[config.mk]
export PLATFORM = sky130hd
export DESIGN_NAME = seq_div16_flat
export DESIGN_NICKNAME = d
export VERILOG_FILES = /design/src/rtl/seq_div16_pkg.sv /design/src/rtl/seq_div16_if.sv /design/src/rtl/seq_div16_step.sv /design/src/rtl/seq_div16.sv /design/src/flat_wrapper.sv
export SDC_FILE = /design/constraint.sdc
export NUM_CORES = 1
export LEC_CHECK = 0
export ABC_AREA = 1
export CAP_MARGIN = 25
export CORE_ASPECT_RATIO = 0.8
export CORE_UTILIZATION = 40
export CTS_BUF_LIST = sky130_fd_sc_hd__clkbuf_2 sky130_fd_sc_hd__clkbuf_4 sky130_fd_sc_hd__clkbuf_8
export CTS_CLUSTER_DIAMETER = 200
export DETAILED_ROUTE_END_ITERATION = 10
export PLACE_DENSITY = 0.59
export SLEW_MARGIN = 40
export SYNTH_ARGS = -nofsm -noshare
export SYNTH_HDL_FRONTEND = slang
export SYNTH_SLANG_ARGS = --single-unit
[constraint.sdc]
create_clock -name clk -period 2.35 [get_ports clk]
set_input_delay 0.47 -clock clk [delete_from_list [all_inputs] [get_ports clk]]
set_output_delay 0.47 -clock clk [all_outputs]
set_load 0.02 [all_outputs]
[src/rtl/seq_div16_pkg.sv]
// -----------------------------------------------------------------------------
// div16_pkg
// Shared types and constants for the seq_div16 iterative divider.
//   div_state_e : controller states IDLE / CALC / FIX / DONE
//   DIV_W       : operand and result width
//   CNT_W       : width of the iteration counter
//   DIV0_QUOT   : quotient reported for a zero divisor
//   abs16()     : magnitude of an operand, two's complement when signed
// -----------------------------------------------------------------------------
package div16_pkg;

  typedef enum logic [1:0] {
    IDLE,
    CALC,
    FIX,
    DONE
  } div_state_e;

  localparam int DIV_W = 16;
  localparam int CNT_W = 5;
  localparam logic [DIV_W-1:0] DIV0_QUOT = 16'hFFFF;

  // The most negative value maps onto itself (0x8000), which is still the
  // right unsigned magnitude for the restoring loop.
  function automatic logic [DIV_W-1:0] abs16(input logic [DIV_W-1:0] v,
                                             input logic             is_signed);
    abs16 = (is_signed && v[DIV_W-1]) ? (~v + 16'd1) : v;
  endfunction

endpackage

[src/rtl/seq_div16_if.sv]
// -----------------------------------------------------------------------------
// seq_div16_if
// Request/response bundle for the sequential divider.
//   start_i, signed_i, dividend_i, divisor_i : request, driven by the master
//   ready_o, valid_o                         : handshake, driven by the divider
//   quotient_o, remainder_o                  : results, held until next accept
//   div_by_zero_o, overflow_o                : flags, qualified by valid_o
// Modports: master (requester side), slave (divider side).
// -----------------------------------------------------------------------------
interface seq_div16_if;
  import div16_pkg::*;

  logic             start_i;
  logic             signed_i;
  logic [DIV_W-1:0] dividend_i;
  logic [DIV_W-1:0] divisor_i;
  logic             ready_o;
  logic             valid_o;
  logic [DIV_W-1:0] quotient_o;
  logic [DIV_W-1:0] remainder_o;
  logic             div_by_zero_o;
  logic             overflow_o;

  modport master (
    output start_i, signed_i, dividend_i, divisor_i,
    input  ready_o, valid_o, quotient_o, remainder_o, div_by_zero_o, overflow_o
  );

  modport slave (
    input  start_i, signed_i, dividend_i, divisor_i,
    output ready_o, valid_o, quotient_o, remainder_o, div_by_zero_o, overflow_o
  );

endinterface

[src/rtl/seq_div16_step.sv]
// -----------------------------------------------------------------------------
// div16_step
// One combinational restoring-division step.
//   p        in  17  current partial remainder
//   dvd_bit  in   1  next dividend bit shifted into the partial remainder
//   divisor  in  16  divisor magnitude
//   p_next   out 17  partial remainder after the step
//   q_bit    out  1  quotient bit produced by the step
// -----------------------------------------------------------------------------
module div16_step
  import div16_pkg::*;
(
  input  logic [DIV_W:0]   p,
  input  logic             dvd_bit,
  input  logic [DIV_W-1:0] divisor,
  output logic [DIV_W:0]   p_next,
  output logic             q_bit
);

  logic [DIV_W:0]   shifted;
  logic [DIV_W+1:0] sum;
  logic             unused_p_msb;

  // The partial remainder is always below the divisor, so its top bit is
  // zero before the shift and only the low 16 bits carry information.
  assign unused_p_msb = p[DIV_W];
  assign shifted      = {p[DIV_W-1:0], dvd_bit};

  // Subtract as add-with-inverted-operand; carry-out set means no borrow.
  assign sum    = {1'b0, shifted} + {1'b0, ~{1'b0, divisor}} + 18'd1;
  assign q_bit  = sum[DIV_W+1];
  assign p_next = q_bit ? sum[DIV_W:0] : shifted;

endmodule

[src/rtl/seq_div16.sv]
// -----------------------------------------------------------------------------
// seq_div16
// Iterative radix-2 restoring divider, 16-bit signed/unsigned DIV and REM.
//   clk  in  rising-edge clock
//   rst  in  synchronous, active-high reset
//   bus  seq_div16_if.slave : start/ready/valid handshake, operands, results
// Optional feature, macro SEQ_DIV16_EARLY_EXIT_EN: when the divisor magnitude
// exceeds the dividend magnitude the loop is skipped (Q=0, R=dividend).
// -----------------------------------------------------------------------------
module seq_div16
  import div16_pkg::*;
#(
  parameter int WIDTH = DIV_W
)
(
  input  logic       clk,
  input  logic       rst,
  seq_div16_if.slave bus
);

  div_state_e       state;
  logic [CNT_W-1:0] cnt;
  logic [DIV_W:0]   p;
  logic [DIV_W:0]   p_next;
  logic [WIDTH-1:0] dvd;
  logic [WIDTH-1:0] dmag;
  logic [WIDTH-1:0] a_mag;
  logic [WIDTH-1:0] b_mag;
  logic             q_bit;
  logic             neg_a;
  logic             neg_b;
  logic             ovf_pend;
  logic             ready;
  logic             valid;
  logic             dbz;
  logic             ovf;
  logic [WIDTH-1:0] quot;
  logic [WIDTH-1:0] rem;
`ifdef SEQ_DIV16_EARLY_EXIT_EN
  logic             early;
`endif

  assign a_mag = abs16(bus.dividend_i, bus.signed_i);
  assign b_mag = abs16(bus.divisor_i, bus.signed_i);

  // dvd doubles as the quotient register: dividend bits leave at the top
  // while quotient bits enter at the bottom.
  div16_step u_step (
    .p       (p),
    .dvd_bit (dvd[WIDTH-1]),
    .divisor (dmag),
    .p_next  (p_next),
    .q_bit   (q_bit)
  );

  // Controller: outputs change only on accept of a zero divisor, in FIX,
  // and on the DONE->IDLE edge, so results hold until the next update.
  always_ff @(posedge clk) begin
    if (rst) begin
      state    <= IDLE;
      cnt      <= '0;
      p        <= '0;
      dvd      <= '0;
      dmag     <= '0;
      neg_a    <= 1'b0;
      neg_b    <= 1'b0;
      ovf_pend <= 1'b0;
      ready    <= 1'b1;
      valid    <= 1'b0;
      dbz      <= 1'b0;
      ovf      <= 1'b0;
      quot     <= '0;
      rem      <= '0;
`ifdef SEQ_DIV16_EARLY_EXIT_EN
      early    <= 1'b0;
`endif
    end else begin
      case (state)
        IDLE: begin
          if (bus.start_i) begin
            ready <= 1'b0;
            if (bus.divisor_i == '0) begin
              quot  <= DIV0_QUOT;
              rem   <= bus.dividend_i;
              dbz   <= 1'b1;
              ovf   <= 1'b0;
              valid <= 1'b1;
              state <= DONE;
            end else begin
              neg_a    <= bus.signed_i & bus.dividend_i[WIDTH-1];
              neg_b    <= bus.signed_i & bus.divisor_i[WIDTH-1];
              ovf_pend <= bus.signed_i && (bus.dividend_i == 16'h8000)
                          && (bus.divisor_i == 16'hFFFF);
              dvd      <= a_mag;
              dmag     <= b_mag;
              p        <= '0;
              cnt      <= '0;
`ifdef SEQ_DIV16_EARLY_EXIT_EN
              early    <= (b_mag > a_mag);
`endif
              state    <= CALC;
            end
          end
        end

        CALC: begin
`ifdef SEQ_DIV16_EARLY_EXIT_EN
          // The shortcut is decided at accept but applied here, keeping the
          // magnitude compare off the path into the iteration registers.
          if (early) begin
            p     <= {1'b0, dvd};
            dvd   <= '0;
            early <= 1'b0;
            state <= FIX;
          end else begin
            p   <= p_next;
            dvd <= {dvd[WIDTH-2:0], q_bit};
            cnt <= cnt + 1'b1;
            if (cnt == CNT_W'(DIV_W - 1)) state <= FIX;
          end
`else
          p   <= p_next;
          dvd <= {dvd[WIDTH-2:0], q_bit};
          cnt <= cnt + 1'b1;
          if (cnt == CNT_W'(DIV_W - 1)) state <= FIX;
`endif
        end

        FIX: begin
          // neg_a/neg_b are already zero in unsigned mode.
          quot  <= (neg_a ^ neg_b) ? (~dvd + 16'd1) : dvd;
          rem   <= neg_a ? (~p[WIDTH-1:0] + 16'd1) : p[WIDTH-1:0];
          dbz   <= 1'b0;
          ovf   <= ovf_pend;
          valid <= 1'b1;
          state <= DONE;
        end

        DONE: begin
          valid <= 1'b0;
          ready <= 1'b1;
          state <= IDLE;
        end

        default: begin
          valid <= 1'b0;
          ready <= 1'b1;
          state <= IDLE;
        end
      endcase
    end
  end

  assign bus.ready_o       = ready;
  assign bus.valid_o       = valid;
  assign bus.quotient_o    = quot;
  assign bus.remainder_o   = rem;
  assign bus.div_by_zero_o = dbz;
  assign bus.overflow_o    = ovf;

endmodule

[src/flat_wrapper.sv]
// flat-port wrapper written by rule: the top's interface ports become plain ports
module seq_div16_flat import div16_pkg::*;
#(
  parameter int WIDTH = DIV_W
)
  (clk, rst, bus_start_i, bus_signed_i, bus_dividend_i, bus_divisor_i, bus_ready_o, bus_valid_o, bus_quotient_o, bus_remainder_o, bus_div_by_zero_o, bus_overflow_o);
  seq_div16_if bus_i ();
  input  logic clk;
  input  logic rst;
  input wire logic [$bits(bus_i.start_i)-1:0] bus_start_i;
  input wire logic [$bits(bus_i.signed_i)-1:0] bus_signed_i;
  input wire logic [$bits(bus_i.dividend_i)-1:0] bus_dividend_i;
  input wire logic [$bits(bus_i.divisor_i)-1:0] bus_divisor_i;
  output wire logic [$bits(bus_i.ready_o)-1:0] bus_ready_o;
  output wire logic [$bits(bus_i.valid_o)-1:0] bus_valid_o;
  output wire logic [$bits(bus_i.quotient_o)-1:0] bus_quotient_o;
  output wire logic [$bits(bus_i.remainder_o)-1:0] bus_remainder_o;
  output wire logic [$bits(bus_i.div_by_zero_o)-1:0] bus_div_by_zero_o;
  output wire logic [$bits(bus_i.overflow_o)-1:0] bus_overflow_o;
  assign bus_i.start_i = bus_start_i;
  assign bus_i.signed_i = bus_signed_i;
  assign bus_i.dividend_i = bus_dividend_i;
  assign bus_i.divisor_i = bus_divisor_i;
  assign bus_ready_o = bus_i.ready_o;
  assign bus_valid_o = bus_i.valid_o;
  assign bus_quotient_o = bus_i.quotient_o;
  assign bus_remainder_o = bus_i.remainder_o;
  assign bus_div_by_zero_o = bus_i.div_by_zero_o;
  assign bus_overflow_o = bus_i.overflow_o;
  seq_div16 #(.WIDTH(WIDTH)) u_core (.clk(clk), .rst(rst), .bus(bus_i));
endmodule
### After elaboration in Yosys (flattened, before gate mapping)

Index checks and enable logic that the tools add are counted.

| word-level totals | value |
|---|---|
| bits in registers | 94 |
| bits of input ports | 36 |
| output and inout bits | 36 |
| word-level logic and storage cells | 89 |

| cells by class | value |
|---|---|
| add/subtract/negate cells | 7 |
| eq/ne operators | 10 |
| muxes and demuxes | 33 |
| bitwise operators | 9 |
| reductions and logical operators | 16 |

Operators with widths:

| cell | number |
|---|---|
| $mux 16 | 13 |
| $pmux 16 s2 | 4 |
| $add 16x1->16 const B | 4 |
| $not 16->16 | 4 |
| $eq 16x16->1 const B | 2 |
| $add 17x17->18 | 1 |
| $add 18x1->18 const B | 1 |
| $not 16->17 | 1 |
| $logic_not 16->1 | 1 |
| $reduce_and 3->1 | 4 |
| $mux 5 | 2 |
| $pmux 5 s2 | 1 |
| $pmux 2 s4 | 1 |
| $mux 2 | 3 |
| $pmux 1 s2 | 3 |
| $reduce_bool 2->1 | 3 |
| $add 5x1->5 const B | 1 |
| $eq 5x4->1 const B | 1 |
| $mux 1 | 5 |
| $eq 2x2->1 const B | 2 |
| $logic_and 1x1->1 | 4 |
| $ne 2x1->1 const B | 2 |
| $ne 2x2->1 const B | 2 |
| $reduce_and 2->1 | 2 |
| other kinds (7) | 8 |

### Longest topological paths before layout

| logic depth | value |
|---|---|
| word-level depth | 6 |
| mapped depth | 14 |
| mapped depth without buffers | 14 |

### Cells and area by module

From an unflattened synthesis, not the netlist that was laid out.

| unflattened totals | value |
|---|---|
| cell total of the unflattened synthesis | 1,133 |
| area, all modules | 7,065.5 sq um |

By module, submodules not included:

| module | times used | cells an instance | area an instance (sq um) | seq. area each (sq um) |
|---|---|---|---|---|
| seq_div16 | 1 | 859 | 5,666.7 | 1,901.8 |
| div16_step | 1 | 274 | 1,398.8 | 0.0 |

### Worst setup path before layout

No wires, ideal clock.

| timing path | value |
|---|---|
| path kind | register -> register |
| start | reg u_core.dvd[15] |
| end | reg u_core.p[14] |
| library setup time | 0.132 ns |
| arrival time | 1.703 ns |
| required time | 2.218 ns |
| slack | 0.515 ns |
| cell stages (with the launch flop) | 14 |
| buffers on the path | 0 |
| period minus slack after synthesis | 1.835 ns |
| cell sequence | dfxtp_1 > inv_1 > ha_1 > fa_1 > inv_1 > nand3_1 > nand3_1 > nand2_1 > nand2_1 > nand2_1 > nand3_1 > nand3_1 > nand2_1 > a21oi_1 |

| on the way | value |
|---|---|
| cells in the longest elaborated chain, start to end | 4 |

RTL lines:

| item | RTL line | source |
|---|---|---|
| from (decl) | seq_div16.sv:25 | `logic [WIDTH-1:0] dvd;` |
| from (signal assigned) | seq_div16.sv:94 | `dvd <= a_mag;` |
| from (signal assigned) | seq_div16.sv:123 | `dvd <= {dvd[WIDTH-2:0], q_bit};` |
| $add 17x17->18 | seq_div16_step.sv:30 | `assign sum = {1'b0, shifted} + {1'b0, ~{1'b0, divisor}} + 18'd1;` |
| $add 18x1->18 | seq_div16_step.sv:30 |  |
| $mux 16 | seq_div16_step.sv:32 | `assign p_next = q_bit ? sum[DIV_W:0] : shifted;` |
| $pmux 16 s2 | seq_div16.sv:78 | `case (state)` |
| to (signal assigned) | seq_div16.sv:122 | `p <= p_next;` |
| to (decl) | seq_div16.sv:23 | `logic [DIV_W:0] p;` |

Every way passes these cells.
A chain may end at the register's enable or synchronous reset.

### Worst setup path in the final report

Ends and elaborated chain as after synthesis.

==> results.txt <==
die width: 145 um
share of cells above drive strength 1: 0.0855
TritonCTS clock tree: yes
# rows: 41
MaxCap Viol Count: 0
routed vias: 6,908
WS Path Type: flop to flop
non-filler cells, final: 1,361
Post-Syn Instances: 1,041
asr flop ratio synth: 0
RSZ-0062 raised after global routing: no
area grow syn2layout: 22.7%
clk_skew: 0.00786 ns
DRC violations left: 0
P per Cell Area: 1360 mW/mm^2
most frequent cells in the layout: 263 x nand2_1, 138 x inv_1, 106 x nand3_1
post-layout minimum cycle time: 2.17 ns
IO Pins: 72
first-pass GRT wire length: 32,200 um
vias in the first global route: 6,049
Mapped Avg Cell Area: 6.26 sq um
Tightest Pin Transition: 0.495 ns
clk buf depth: 2
Slew headroom: 0.669
WP data arrival: 2.44 ns
global placer's final weighted congestion: 0.891
Max FO, Critical Path: 4
Lkg Pwr: 3.64 nW
initial antenna violation count: 0
Tcrit/Tclk final: 0.923
synth unique cells: 43
Inserted Diodes: 0
post-route ant nets: 0
Overall Power: 10.9 mW
Post-Place Cells: 1,345
Post-synth EDFFs: 0
Post-DP HPWL: 15,700 um
fillers: 1,629
most common cell after layout, fill and taps aside: nand2_1
Hold Path Class: flop to flop
Seq cells post-synth: 94
Clock Pin Slew Worst Setup and Hold Paths: 0.10 ns
Critical Path Source: u_core.dvd[15]
grt total ovfl: 0
Core Box Area: 0.0159 sq mm
setup violators final: 0
worst r2r path cells: 13
post-CTS setup buffer count: 0
sequential area share after synthesis: 0.289
top_reg_cell synth: dfxtp_1
Sink Count: 94
Worst Hold Launch: u_core.dmag[15]
DIE AREA: 0.0168 sq mm
Synthesized Nets: 1,105
H-tree depth reported by CTS: 3
Total Routing Usage GR: 0.251
Startpoint Class: flop
crit end category: flop
status: finished clean
final net count: 1,205
worst setup path end: u_core.p[14]
Final Slew Violations: 0
Cell Area, Synth: 0.00651 sq mm
initial core utilization: 0.411
first drt pass iteration count: 5
Crit Reg-Reg Startpoint: u_core.dvd[15]
CTS root buf: clkbuf_8
Critical Path RT: 2.62 ns
Die Y: 116 um
fmax: 461 MHz
final hold vios: 0
vias per inst: 5.08
largest net degree at the start of global routing: 41
Peak VDD IR: 0.544 mV
clk_lat worst skew: 0.39 ns
reg2reg end: u_core.p[14]
average routed wire per standard cell: 14.7 um
initial DRC count: 542
total CTS buffers: 9
# port buffers: 71
Ys Warns: 0
Post-Route WL: 20,000 um
R2R Setup Slk: 0.18 ns
state kept, by name, indices dropped and copies added, names as in the netlist:
signal,count
u_core.bus.div_by_zero_o,1
u_core.bus.overflow_o,1
u_core.bus.quotient_o,16
u_core.bus.ready_o,1
u_core.bus.remainder_o,16
u_core.bus.valid_o,1
u_core.cnt,5
u_core.dmag,16
u_core.dvd,16
u_core.neg_a,1
u_core.neg_b,1
u_core.ovf_pend,1
u_core.p,16
u_core.state,2
per-layer routing:
layer	vias to the layer above	track usage	share of wire
met1	3102	0.403	0.55
li1	3600	-	-
met3	10	0.0369	0.055
met5	-	0	0
met2	196	0.345	0.39
met4	0	0.0470	0.0066
cells in the mapped netlist (all sizes together), types with 11 or more instances:
cell / count / area [sq um]
a21oi: 85 / 440
a31oi: 21 / 131
buf: 22 / 141
clkbuf: 14 / 52.6
dfxtp: 94 / 1880
ha: 27 / 338
inv: 144 / 541
nand2: 268 / 1020
nand3: 109 / 556
nand4: 20 / 125
nor2: 89 / 357
nor3: 11 / 71.3
o21ai: 82 / 414
xor2: 20 / 175
worst max-delay path, stage by stage (launching register included):
cell and delay (ns):
dfxtp_1 0.39, inv_1 0.10, ha_1 0.24, fa_1 0.41, inv_1 0.11, nand3_1 0.09
nand3_2 0.13, nand2_1 0.07, nand2_1 0.10, nand2_1 0.08, nand3_1 0.09, nand3_1 0.11
nand2_1 0.10, a21oi_1 0.06
through the flow:
| step | TNS (ns) | worst slack [ns] | utilization | hold WS [ns] | instance area [sq um] |
|---|---|---|---|---|---|
| CTS | 0 | 0.0822 | 0.504 | 0.474 | 7980 |
| detailed placement | -0.635 | -0.0513 | 0.492 | 0.458 | 7810 |
| global route | 0 | 0.000411 | 0.504 | 0.496 | 7990 |
| finish | 0 | 0.181 | 0.504 | 0.471 | 7990 |
| floorplan | 0 | 0.515 | - | 0.432 | 6520 |
| global placement | -0.0557 | -0.0389 | 0.492 | 0.452 | 7810 |
logic make-up (layout without fill, tap and decap cells):
group / after synthesis / after routing / synth area share
simple gates: 510 / 510 / 0.340
compound gates: 199 / 199 / 0.164
xor+xnor: 28 / 28 / 0.0376
buf+inv: 182 / 287 / 0.114
flops: 94 / 94 / 0.289
fa+ha+maj: 28 / 28 / 0.0549
final cells by class:
class	count	area, sq um	share of cell area
Sequential cell	94	1880	0.235
Tap cell	215	269	0.0337
Multi-Input combinational cell	765	3900	0.488
Clock buffer	10	131	0.0164
Timing Repair Buffer	125	1220	0.152
Clock inverter	6	46.3	0.00579
Inverter	146	548	0.0686
what timing repair did:
| action | CTS | global route |
|---|---|---|
| hold buffers | 0 | 0 |
| resized for setup | 0 | 2 |
| setup endpoints to repair | 0 | 1 |
worst min-delay path by stage:
stage	endpoint	slack (ns)	cells after the start
CTS	u_core.dmag[15]	0.47	2
detailed placement	u_core.dmag[2]	0.46	2
floorplan	u_core.dmag[10]	0.43	2
finish	u_core.dmag[15]	0.47	2
global placement	u_core.dmag[15]	0.45	2
global route	u_core.bus.remainder_o[15]	0.50	2
where the power goes:
| group | switching (mW) | internal [mW] |
|---|---|---|
| sequential | 0.429 | 2.16 |
| combinational | 4.49 | 2.79 |
| clock | 0.631 | 0.402 |
| total | 5.56 | 5.35 |
(Power assumes the default switching activity.)
